[config.mk]
export PLATFORM = sky130hd
export DESIGN_NAME = rom_burst_arbiter_flat
export DESIGN_NICKNAME = d
export VERILOG_FILES = /design/src/rtl/rom_burst_arbiter_pkg.sv /design/src/rtl/rom_burst_arbiter_if.sv /design/src/rtl/rom_burst_arbiter_rr_arb2.sv /design/src/rtl/rom_burst_arbiter.sv /design/src/flat_wrapper.sv
export SDC_FILE = /design/constraint.sdc
export NUM_CORES = 1
export LEC_CHECK = 0
export ABC_AREA = 0
export ABC_CLOCK_PERIOD_IN_PS = 2150
export BUFFER_PORTS_ARGS = -buffer_cell sky130_fd_sc_hd__buf_2
export CAP_MARGIN = 25
export CELL_PAD_IN_SITES_DETAIL_PLACEMENT = 1
export CELL_PAD_IN_SITES_GLOBAL_PLACEMENT = 2
export CORE_MARGIN = 3
export CORE_UTILIZATION = 29
export CTS_CLUSTER_SIZE = 16
export DETAILED_ROUTE_END_ITERATION = 10
export PLACE_DENSITY_LB_ADDON = 0.1
export SLEW_MARGIN = 20
export SYNTH_ARGS = -nofsm -noshare
export SYNTH_HDL_FRONTEND = slang
export SYNTH_SLANG_ARGS = --single-unit
[constraint.sdc]
create_clock -name clk -period 2.15 [get_ports clk]
set_input_delay 0 -clock clk [delete_from_list [all_inputs] [get_ports clk]]
set_output_delay 0 -clock clk [all_outputs]
set_load 0.01 [all_outputs]
[src/rtl/rom_burst_arbiter_pkg.sv]
// rom_ctrl_pkg: shared constants and state encoding for the ROM burst arbiter.
//   ADDR_W - ROM address width (matches rom_us add)
//   DATA_W - ROM data width
//   LEN_W  - burst length field width; a burst is len+1 bytes
//   DEPTH  - populated ROM words, only consulted when ROM_ADDR_CHECK_EN is defined
package rom_ctrl_pkg;

  localparam int ADDR_W = 12;
  localparam int DATA_W = 8;
  localparam int LEN_W  = 4;
  localparam int DEPTH  = 256;

  typedef enum logic {
    IDLE = 1'b0,
    READ = 1'b1
  } state_t;

endpackage

[src/rtl/rom_burst_arbiter_if.sv]
// rom_burst_arbiter_if: bundles the two requester ports, the rom_us pins and
// the read-return channel of rom_burst_arbiter.
//   req0/addr0/len0 -> gnt0 : port-0 burst request and one-cycle accept pulse
//   req1/addr1/len1 -> gnt1 : port-1 burst request and one-cycle accept pulse
//   rom_add/rom_read_en/rom_chip, rom_dato : rom_us pins (dato is combinational)
//   rd_data/rd_valid/rd_id/rd_last         : returned bytes, tagged by owner
//   busy                                   : arbiter is streaming a burst
//   err (only with ROM_ADDR_CHECK_EN)      : sticky out-of-range address flag
// Modports: slave = the arbiter, master = requesters/consumers/ROM side.
interface rom_burst_arbiter_if;
  import rom_ctrl_pkg::*;

  logic              req0;
  logic [ADDR_W-1:0] addr0;
  logic [LEN_W-1:0]  len0;
  logic              gnt0;
  logic              req1;
  logic [ADDR_W-1:0] addr1;
  logic [LEN_W-1:0]  len1;
  logic              gnt1;
  logic [ADDR_W-1:0] rom_add;
  logic              rom_read_en;
  logic              rom_chip;
  logic [DATA_W-1:0] rom_dato;
  logic [DATA_W-1:0] rd_data;
  logic              rd_valid;
  logic              rd_id;
  logic              rd_last;
  logic              busy;
`ifdef ROM_ADDR_CHECK_EN
  logic              err;
`endif

  modport slave (
    input  req0, addr0, len0, req1, addr1, len1, rom_dato,
    output gnt0, gnt1, rom_add, rom_read_en, rom_chip,
           rd_data, rd_valid, rd_id, rd_last, busy
`ifdef ROM_ADDR_CHECK_EN
    , output err
`endif
  );

  modport master (
    output req0, addr0, len0, req1, addr1, len1, rom_dato,
    input  gnt0, gnt1, rom_add, rom_read_en, rom_chip,
           rd_data, rd_valid, rd_id, rd_last, busy
`ifdef ROM_ADDR_CHECK_EN
    , input err
`endif
  );

endinterface

[src/rtl/rom_burst_arbiter_rr_arb2.sv]
// rr_arb2: two-input round-robin arbiter.
//   clk, rst   : clock, asynchronous active-high reset
//   i_req      : request vector {port1, port0}
//   i_advance  : strobe; records the currently granted port as last served
//   o_grant    : one-hot grant (combinational from i_req and last-served)
//   o_last     : last-served flag (1 = port 1 served last)
// After reset port 0 has priority, i.e. port 1 counts as served last.
module rr_arb2 (
  input  logic       clk,
  input  logic       rst,
  input  logic [1:0] i_req,
  input  logic       i_advance,
  output logic [1:0] o_grant,
  output logic       o_last
);

  logic r_last;

  always_ff @(posedge clk or posedge rst) begin
    if (rst) begin
      r_last <= 1'b1;
    end else if (i_advance) begin
      r_last <= o_grant[1];
    end
  end

  always_comb begin
    o_grant = 2'b00;
    case (i_req)
      2'b01:   o_grant = 2'b01;
      2'b10:   o_grant = 2'b10;
      2'b11:   o_grant = r_last ? 2'b01 : 2'b10;
      default: o_grant = 2'b00;
    endcase
  end

  assign o_last = r_last;

endmodule

[src/rtl/rom_burst_arbiter.sv]
// rom_burst_arbiter: shares one rom_us between two burst requesters.
//   clk, rst : clock, asynchronous active-high reset (all outputs cleared)
//   bus      : rom_burst_arbiter_if.slave (requests, ROM pins, read return)
// A granted burst reads len+1 sequential bytes starting at addr (wrapping at
// 2^ADDR_W). ROM pins and the return channel are all registered: request seen
// at edge E0 -> gnt and first rom_add in cycle E0+1 -> first rd_valid in E0+2.
// Bursts are separated by at least one IDLE cycle; winners alternate when both
// ports are requesting.
// Optional feature macro: ROM_ADDR_CHECK_EN. When defined, byte addresses at or
// above DEPTH read as 0, keep rom_chip low for that cycle and set sticky err.
module rom_burst_arbiter
  import rom_ctrl_pkg::*;
(
  input logic                clk,
  input logic                rst,
  rom_burst_arbiter_if.slave bus
);

  logic [1:0]        w_req;
  logic [1:0]        w_grant;
  logic              w_last_served;
  logic              w_accept;
  logic              w_burst_end;
  logic [ADDR_W-1:0] w_win_add;
  logic [LEN_W-1:0]  w_win_len;
  logic [ADDR_W-1:0] w_next_add;
  logic [DATA_W-1:0] w_byte;
  logic              w_win_chip;
  logic              w_next_chip;

  state_t            r_state;
  logic [ADDR_W-1:0] r_add;
  logic [LEN_W-1:0]  r_len;
  logic [LEN_W-1:0]  r_cnt;
  logic              r_gnt0;
  logic              r_gnt1;
  logic              r_chip;
  logic              r_rd_en;
  logic [DATA_W-1:0] r_rd_data;
  logic              r_rd_valid;
  logic              r_rd_id;
  logic              r_rd_last;
`ifdef ROM_ADDR_CHECK_EN
  logic              r_err;

  function automatic logic addr_ok(input logic [ADDR_W-1:0] a);
    return int'(a) < DEPTH;
  endfunction
`endif

  assign w_req       = {bus.req1, bus.req0};
  assign w_accept    = (r_state == IDLE) && (|w_req);
  assign w_burst_end = (r_cnt == r_len);
  assign w_win_add   = w_grant[1] ? bus.addr1 : bus.addr0;
  assign w_win_len   = w_grant[1] ? bus.len1  : bus.len0;
  // r_add tracks base+cnt directly; natural ADDR_W overflow gives the wrap.
  assign w_next_add  = r_add + ADDR_W'(1);

`ifdef ROM_ADDR_CHECK_EN
  assign w_byte      = addr_ok(r_add) ? bus.rom_dato : '0;
  assign w_win_chip  = addr_ok(w_win_add);
  assign w_next_chip = addr_ok(w_next_add);
`else
  assign w_byte      = bus.rom_dato;
  assign w_win_chip  = 1'b1;
  assign w_next_chip = 1'b1;
`endif

  // The arbiter records the winner at acceptance, so for the whole burst its
  // last-served flag names the owner; it doubles as the burst id.
  rr_arb2 u_arb (
    .clk       (clk),
    .rst       (rst),
    .i_req     (w_req),
    .i_advance (w_accept),
    .o_grant   (w_grant),
    .o_last    (w_last_served)
  );

  always_ff @(posedge clk or posedge rst) begin
    if (rst) begin
      r_state    <= IDLE;
      r_add      <= '0;
      r_len      <= '0;
      r_cnt      <= '0;
      r_gnt0     <= 1'b0;
      r_gnt1     <= 1'b0;
      r_chip     <= 1'b0;
      r_rd_en    <= 1'b0;
      r_rd_data  <= '0;
      r_rd_valid <= 1'b0;
      r_rd_id    <= 1'b0;
      r_rd_last  <= 1'b0;
`ifdef ROM_ADDR_CHECK_EN
      r_err      <= 1'b0;
`endif
    end else begin
      r_gnt0 <= 1'b0;
      r_gnt1 <= 1'b0;
      case (r_state)
        IDLE: begin
          r_rd_valid <= 1'b0;
          r_rd_last  <= 1'b0;
          if (w_accept) begin
            r_state <= READ;
            r_add   <= w_win_add;
            r_len   <= w_win_len;
            r_cnt   <= '0;
            r_gnt0  <= w_grant[0];
            r_gnt1  <= w_grant[1];
            r_chip  <= w_win_chip;
            r_rd_en <= 1'b1;
          end
        end
        READ: begin
          // Return stage: capture the byte addressed during this cycle.
          r_rd_data  <= w_byte;
          r_rd_valid <= 1'b1;
          r_rd_id    <= w_last_served;
          r_rd_last  <= w_burst_end;
`ifdef ROM_ADDR_CHECK_EN
          if (!addr_ok(r_add)) begin
            r_err <= 1'b1;
          end
`endif
          if (w_burst_end) begin
            r_state <= IDLE;
            r_chip  <= 1'b0;
            r_rd_en <= 1'b0;
          end else begin
            r_cnt  <= r_cnt + LEN_W'(1);
            r_add  <= w_next_add;
            r_chip <= w_next_chip;
          end
        end
        default: r_state <= IDLE;
      endcase
    end
  end

  assign bus.gnt0        = r_gnt0;
  assign bus.gnt1        = r_gnt1;
  assign bus.rom_add     = r_add;
  assign bus.rom_read_en = r_rd_en;
  assign bus.rom_chip    = r_chip;
  assign bus.rd_data     = r_rd_data;
  assign bus.rd_valid    = r_rd_valid;
  assign bus.rd_id       = r_rd_id;
  assign bus.rd_last     = r_rd_last;
  assign bus.busy        = (r_state == READ);
`ifdef ROM_ADDR_CHECK_EN
  assign bus.err         = r_err;
`endif

endmodule

[src/flat_wrapper.sv]
// flat-port wrapper written by rule: the top's interface ports become plain ports
module rom_burst_arbiter_flat import rom_ctrl_pkg::*;
  (clk, rst, bus_req0, bus_addr0, bus_len0, bus_req1, bus_addr1, bus_len1, bus_rom_dato, bus_gnt0, bus_gnt1, bus_rom_add, bus_rom_read_en, bus_rom_chip, bus_rd_data, bus_rd_valid, bus_rd_id, bus_rd_last, bus_busy);
  rom_burst_arbiter_if bus_i ();
  input logic clk;
  input logic rst;
  input wire logic [$bits(bus_i.req0)-1:0] bus_req0;
  input wire logic [$bits(bus_i.addr0)-1:0] bus_addr0;
  input wire logic [$bits(bus_i.len0)-1:0] bus_len0;
  input wire logic [$bits(bus_i.req1)-1:0] bus_req1;
  input wire logic [$bits(bus_i.addr1)-1:0] bus_addr1;
  input wire logic [$bits(bus_i.len1)-1:0] bus_len1;
  input wire logic [$bits(bus_i.rom_dato)-1:0] bus_rom_dato;
  output wire logic [$bits(bus_i.gnt0)-1:0] bus_gnt0;
  output wire logic [$bits(bus_i.gnt1)-1:0] bus_gnt1;
  output wire logic [$bits(bus_i.rom_add)-1:0] bus_rom_add;
  output wire logic [$bits(bus_i.rom_read_en)-1:0] bus_rom_read_en;
  output wire logic [$bits(bus_i.rom_chip)-1:0] bus_rom_chip;
  output wire logic [$bits(bus_i.rd_data)-1:0] bus_rd_data;
  output wire logic [$bits(bus_i.rd_valid)-1:0] bus_rd_valid;
  output wire logic [$bits(bus_i.rd_id)-1:0] bus_rd_id;
  output wire logic [$bits(bus_i.rd_last)-1:0] bus_rd_last;
  output wire logic [$bits(bus_i.busy)-1:0] bus_busy;
  assign bus_i.req0 = bus_req0;
  assign bus_i.addr0 = bus_addr0;
  assign bus_i.len0 = bus_len0;
  assign bus_i.req1 = bus_req1;
  assign bus_i.addr1 = bus_addr1;
  assign bus_i.len1 = bus_len1;
  assign bus_i.rom_dato = bus_rom_dato;
  assign bus_gnt0 = bus_i.gnt0;
  assign bus_gnt1 = bus_i.gnt1;
  assign bus_rom_add = bus_i.rom_add;
  assign bus_rom_read_en = bus_i.rom_read_en;
  assign bus_rom_chip = bus_i.rom_chip;
  assign bus_rd_data = bus_i.rd_data;
  assign bus_rd_valid = bus_i.rd_valid;
  assign bus_rd_id = bus_i.rd_id;
  assign bus_rd_last = bus_i.rd_last;
  assign bus_busy = bus_i.busy;
  rom_burst_arbiter u_core (.clk(clk), .rst(rst), .bus(bus_i));
endmodule
After elaboration in Yosys (flattened, before gate mapping)
Index checks and enable logic that the tools add are counted.
{"block": "totals", "ff_bits": 37}
{"block": "op_classes", "n_reduce_logical": 5, "n_eq_ne": 7, "muxes": 23, "addsub": 2, "n_bitwise": 1}
{"op": "$mux W12", "n": 3}
{"op": "$pmux W12 S2", "n": 1}
{"op": "$add A12 B1 Y12 const B", "n": 1}
{"op": "$mux W4", "n": 3}
{"op": "$pmux W1 S2", "n": 5}
{"op": "$mux W1", "n": 8}
{"op": "$pmux W4 S2", "n": 1}
{"op": "$pmux W2 S3", "n": 1}
{"op": "$reduce_and A2 Y1", "n": 3}
{"op": "$add A4 B1 Y4 const B", "n": 1}
{"op": "$eq A2 B2 Y1 const B", "n": 2}
{"op": "$eq A4 B4 Y1", "n": 1}
{"op": "$ne A2 B2 Y1 const B", "n": 2}
{"op": "$eq A2 B1 Y1 const B", "n": 1}
{"op": "$mux W2", "n": 1}
{"op": "$ne A2 B1 Y1 const B", "n": 1}
{"op": "$reduce_or A2 Y1", "n": 1}
{"op": "$logic_and A1 B1 Y1", "n": 1}
{"op": "$not A1 Y1", "n": 1}

Longest topological paths before layout
{"block": "depth", "depth_word": 5, "ltp_mapped": 6, "depth_no_buf": 5}

By module
From an unflattened synthesis, not the netlist that was laid out.
{"block": "unflattened", "cells_unflattened": 204, "area_unflattened_um2": 2063.2}
{"module": "rom_burst_arbiter", "instances": 1, "area_each_um2": 1995.7, "cells_per_inst": 198, "seq_area_each_um2": 900.9}
{"module": "rr_arb2", "instances": 1, "area_each_um2": 67.6, "cells_per_inst": 6, "seq_area_each_um2": 26.3}

Worst setup path before layout
OpenSTA, ideal clock, no wires.
{"block": "synth_timing", "path_kind": "reg2reg", "start": "register u_core.r_add[0] (netlist: u_core.bus.rom_add[0])", "end": "register u_core.r_add[8] (netlist: u_core.bus.rom_add[8])", "t_arrival_ps": 1530, "stages_incl_launch_ff": 6, "setup_time_ps": 82, "t_required_ps": 2068, "n_path_buf": 0, "synth_period_minus_slack_ps": 1612, "path_slack_ps": 538, "cell_sequence": "dfrtp_1 -> ha_1 -> nand3_1 -> nand2b_1 -> or4_1 -> a31oi_1"}
{"block": "synth_between", "elab_chain_len": 3}
{"element": "start: declaration", "line_no": "rom_burst_arbiter.sv:32", "source": "logic [ADDR_W-1:0] r_add;"}
{"element": "start signal: assignment", "line_no": "rom_burst_arbiter.sv:106", "source": "r_add <= w_win_add;"}
{"element": "start signal: assignment", "line_no": "rom_burst_arbiter.sv:132", "source": "r_add <= w_next_add;"}
{"element": "$add A12 B1 Y12", "line_no": "rom_burst_arbiter.sv:57", "source": "assign w_next_add = r_add + ADDR_W'(1);"}
{"element": "$mux W12", "line_no": "rom_burst_arbiter.sv:126", "source": "if (w_burst_end) begin"}
{"element": "$pmux W12 S2", "line_no": "rom_burst_arbiter.sv:100", "source": "case (r_state)"}
No other way between the ends. The select of a mux whose other input is x is not followed.
A chain may end at the register's enable or synchronous reset.

Worst setup path after layout
Same ends and word-level chain as after synthesis.

==> flow_summary.json <==
{
  "status": "completed",
  "ys_top_cells_by_area": "dfrtp_1 (46%), mux2_2 (6.3%), o211ai_1 (4.9%)",
  "ys_seq_elements": 37,
  "hold_class": "primary input to flip-flop",
  "port-buffer-count": 71,
  "synthMuxAreaShare_pct": 9.83,
  "ys.flop_type": "dfrtp_1",
  "place_area_um2": 2430,
  "insertedDiodeCount": 0,
  "cts_tree": "done",
  "fin_crit_ps": 1750,
  "netlist_area_um2": 1970,
  "synth_seq_area_share_pct": 47.0,
  "cts_resized": 0,
  "ir_drop_mv": 0.355,
  "r2r_cells": 5,
  "min_from": "bus_addr0[8]",
  "drive_gt1_share_pct": 37.0,
  "fin_crit_sh_pct": 81.4,
  "power.leakage_nw": 1.22,
  "area_growth_pct": 33.0,
  "dr.pass1.iters": 4,
  "fin_area_um2": 2620,
  "nFillCells": 792,
  "dieArea_um2": 7830,
  "r2r_setup_slack_ps": 400,
  "synth_compound_area_share_pct": 16.7,
  "die_x_um": 88.5,
  "yosysWarnings": 0,
  "r2r-start": "u_core.bus.rom_add[0]",
  "grt_max_degree": 38,
  "grt_pass1_vias": 1910,
  "root_buffer": "clkbuf_8",
  "syn_area_per_cell_um2": 10.2,
  "maxCapViolCount": 0,
  "cts_setup_buffers": 0,
  "synthSimpleGateAreaFrac_pct": 19.3,
  "multi_input_area_um2": 965,
  "place_congestion": 0.756,
  "critical_path.max_fanout": 6,
  "die_y_um": 88.5,
  "h-tree-depth": 2,
  "clk_pin_slew_ps": 90,
  "wirelength_um": 5770,
  "synthXorXnorAreaFrac_pct": 1.78,
  "post-synth-top-area-cell": "dfrtp_1",
  "rows": 29,
  "clock_sinks": 37,
  "drc": 0,
  "drv_slew": 0,
  "synth.distinct_cells": 43,
  "grt_antenna_before_repair": 0,
  "endpoint_kind": "flip-flop",
  "area.sequential_um2": 927,
  "final_hold_viol_count": 0,
  "rsz0062_at_grt": "false",
  "cp.required_ps": 2370,
  "routed_via_density": 5.18,
  "initialDrtViolationCount": 48,
  "synth-adder-area-share_pct": 1.27,
  "tightest_slew_ps": 547,
  "postRouteAntennaNets": 0,
  "path_class": "flip-flop to flip-flop",
  "grt_pass1_wl_um": 9600,
  "globalRouteOverflowTotal": 0,
  "nets": 326,
  "arrival_ps": 1970,
  "finalSetupViolCount": 0,
  "synthArstFlopShare_pct": 100,
  "pin_count": 72,
  "synth_nets": 240,
  "yosysTopAreaCellShare_pct": 45.7,
  "synth_edf_count": 0,
  "cts_buffer_depth": 2,
  "initial_core_util_pct": 30.6,
  "max_freq_ghz": 0.571,
  "vias": 1855,
  "fin_skew_ps": 4.42,
  "wl_per_cell_um": 16.1,
  "timing.rr.end": "u_core.bus.rom_add[8]",
  "dp_hpwl_um": 4140,
  "crit_end": "u_core.bus.rom_add[8]",
  "tns_ps": 0,
  "core_area_um2": 6460,
  "cts_buffers": 5,
  "syn_inst": 194,
  "synthTopCellsByCount": "dfrtp_1 (36), nand2_1 (22), o211ai_1 (13)",
  "synth_top_family_by_area": "simple AND/OR/NAND/NOR gates",
  "cp-start-kind": "flip-flop",
  "slew_headroom_pct": 63.5,
  "cp-startpoint": "u_core.bus.rom_add[0]",
  "gr-usage-all-layers_pct": 16.0,
  "p_total_mw": 3.09,
  "yosysMostFrequentCell": "dfrtp_1",
  "clkLatencyLatePin_ps": 300,
  "power_density_nw_per_um2": 1180
}
-- routing by layer --
metal,vias up,GRT usage (%),part of all wire [%]
met5,-,0,0
met4,0,3.30,0.14
met3,2,3.45,4.6
met2,50,26.7,48
met1,909,21.4,47
li1,894,-,-
-- repair_timing --
item / in CTS / in global routing
setup endpoints to repair: 0 / 0
hold buffers: 10 / 0
endpoints found under the hold margin: 45 / 0
-- metrics by stage --
step	instances	util (%)	worst slack, ps	hold slack, ps
after CTS	358	40.6	391	12.0
after floorplan	194	-	538	70.1
after detailed placement	340	37.6	417	153
after global placement	340	37.6	426	152
after global routing	358	40.6	258	13.9
final	358	40.6	400	9.88
-- placed cells by master (no fill, tap or decap), types with 2 or more instances in the layout --
master	instances
buf_2	71
dfrtp_1	36
nand2_1	22
o211ai_1	13
nor2_1	11
mux2_2	11
dlygate4sd3_1	10
or4_1	8
buf_4	8
inv_1	7
mux2i_1	7
nand3_1	6
o21ai_0	5
clkbuf_8	5
a22oi_1	4
xor2_1	4
nand2b_1	3
and3_1	3
o311ai_1	3
nand4_1	3
or3_1	3
nor3_1	3
o31a_1	3
o22ai_1	3
and2_1	3
or2_2	2
a21oi_1	2
o31ai_1	2
a31oi_1	2
ha_1	2
-- power by group --
part           switching, mW  leakage (nW)  internal, mW  total (mW)
logic                  0.709         0.739         0.618        1.33
clock network          0.294        0.0447         0.234       0.528
registers              0.270         0.438         0.963        1.23
total                   1.27          1.22          1.81        3.09
-- cells by family after synthesis --
| group | count (synthesis) |
|---|---|
| AO/OA/AOI/OAI | 45 |
| XOR/XNOR | 4 |
| adder cells (fa/ha/maj) | 2 |
| buffers and inverters | 17 |
| flip-flops | 37 |
| multiplexers | 18 |
| AND/OR/NAND/NOR | 71 |
-- state kept, by name (all words and copies together) (netlist names), 4 cells and up --
register,count
u_core.r_cnt,4
u_core.bus.rom_add,12
u_core.r_len,4
u_core.bus.rd_data,8
-- area by class of cell --
type | count | share of cell area, %
Clock buffer | 5 | 2.62
Clock inverter | 3 | 0.954
Inverter | 7 | 1.00
Multi-Input combinational cell | 140 | 36.8
Sequential cell | 37 | 35.3
Tap cell | 77 | 3.67
Timing Repair Buffer | 89 | 19.6
-- worst min path at each step --
stage / cells past startpoint / slack [ps] / end
CTS: 3 / 10 / u_core.bus.rom_add[8]
global placement: 3 / 150 / u_core.bus.rd_data[1]
floorplan: 1 / 70 / u_core.u_arb.o_last
finish: 3 / 10 / u_core.bus.rom_add[8]
detailed placement: 3 / 150 / u_core.bus.rd_data[1]
global route: 3 / 10 / u_core.bus.rom_add[8]
-- worst max-delay path, stage by stage (launching register included) --
cell and delay, ps:
dfrtp_1 430, ha_1 200, nand3_1 130, nand2b_1 250
or4_1 480, a31oi_1 170
(Power assumes the default switching activity.)
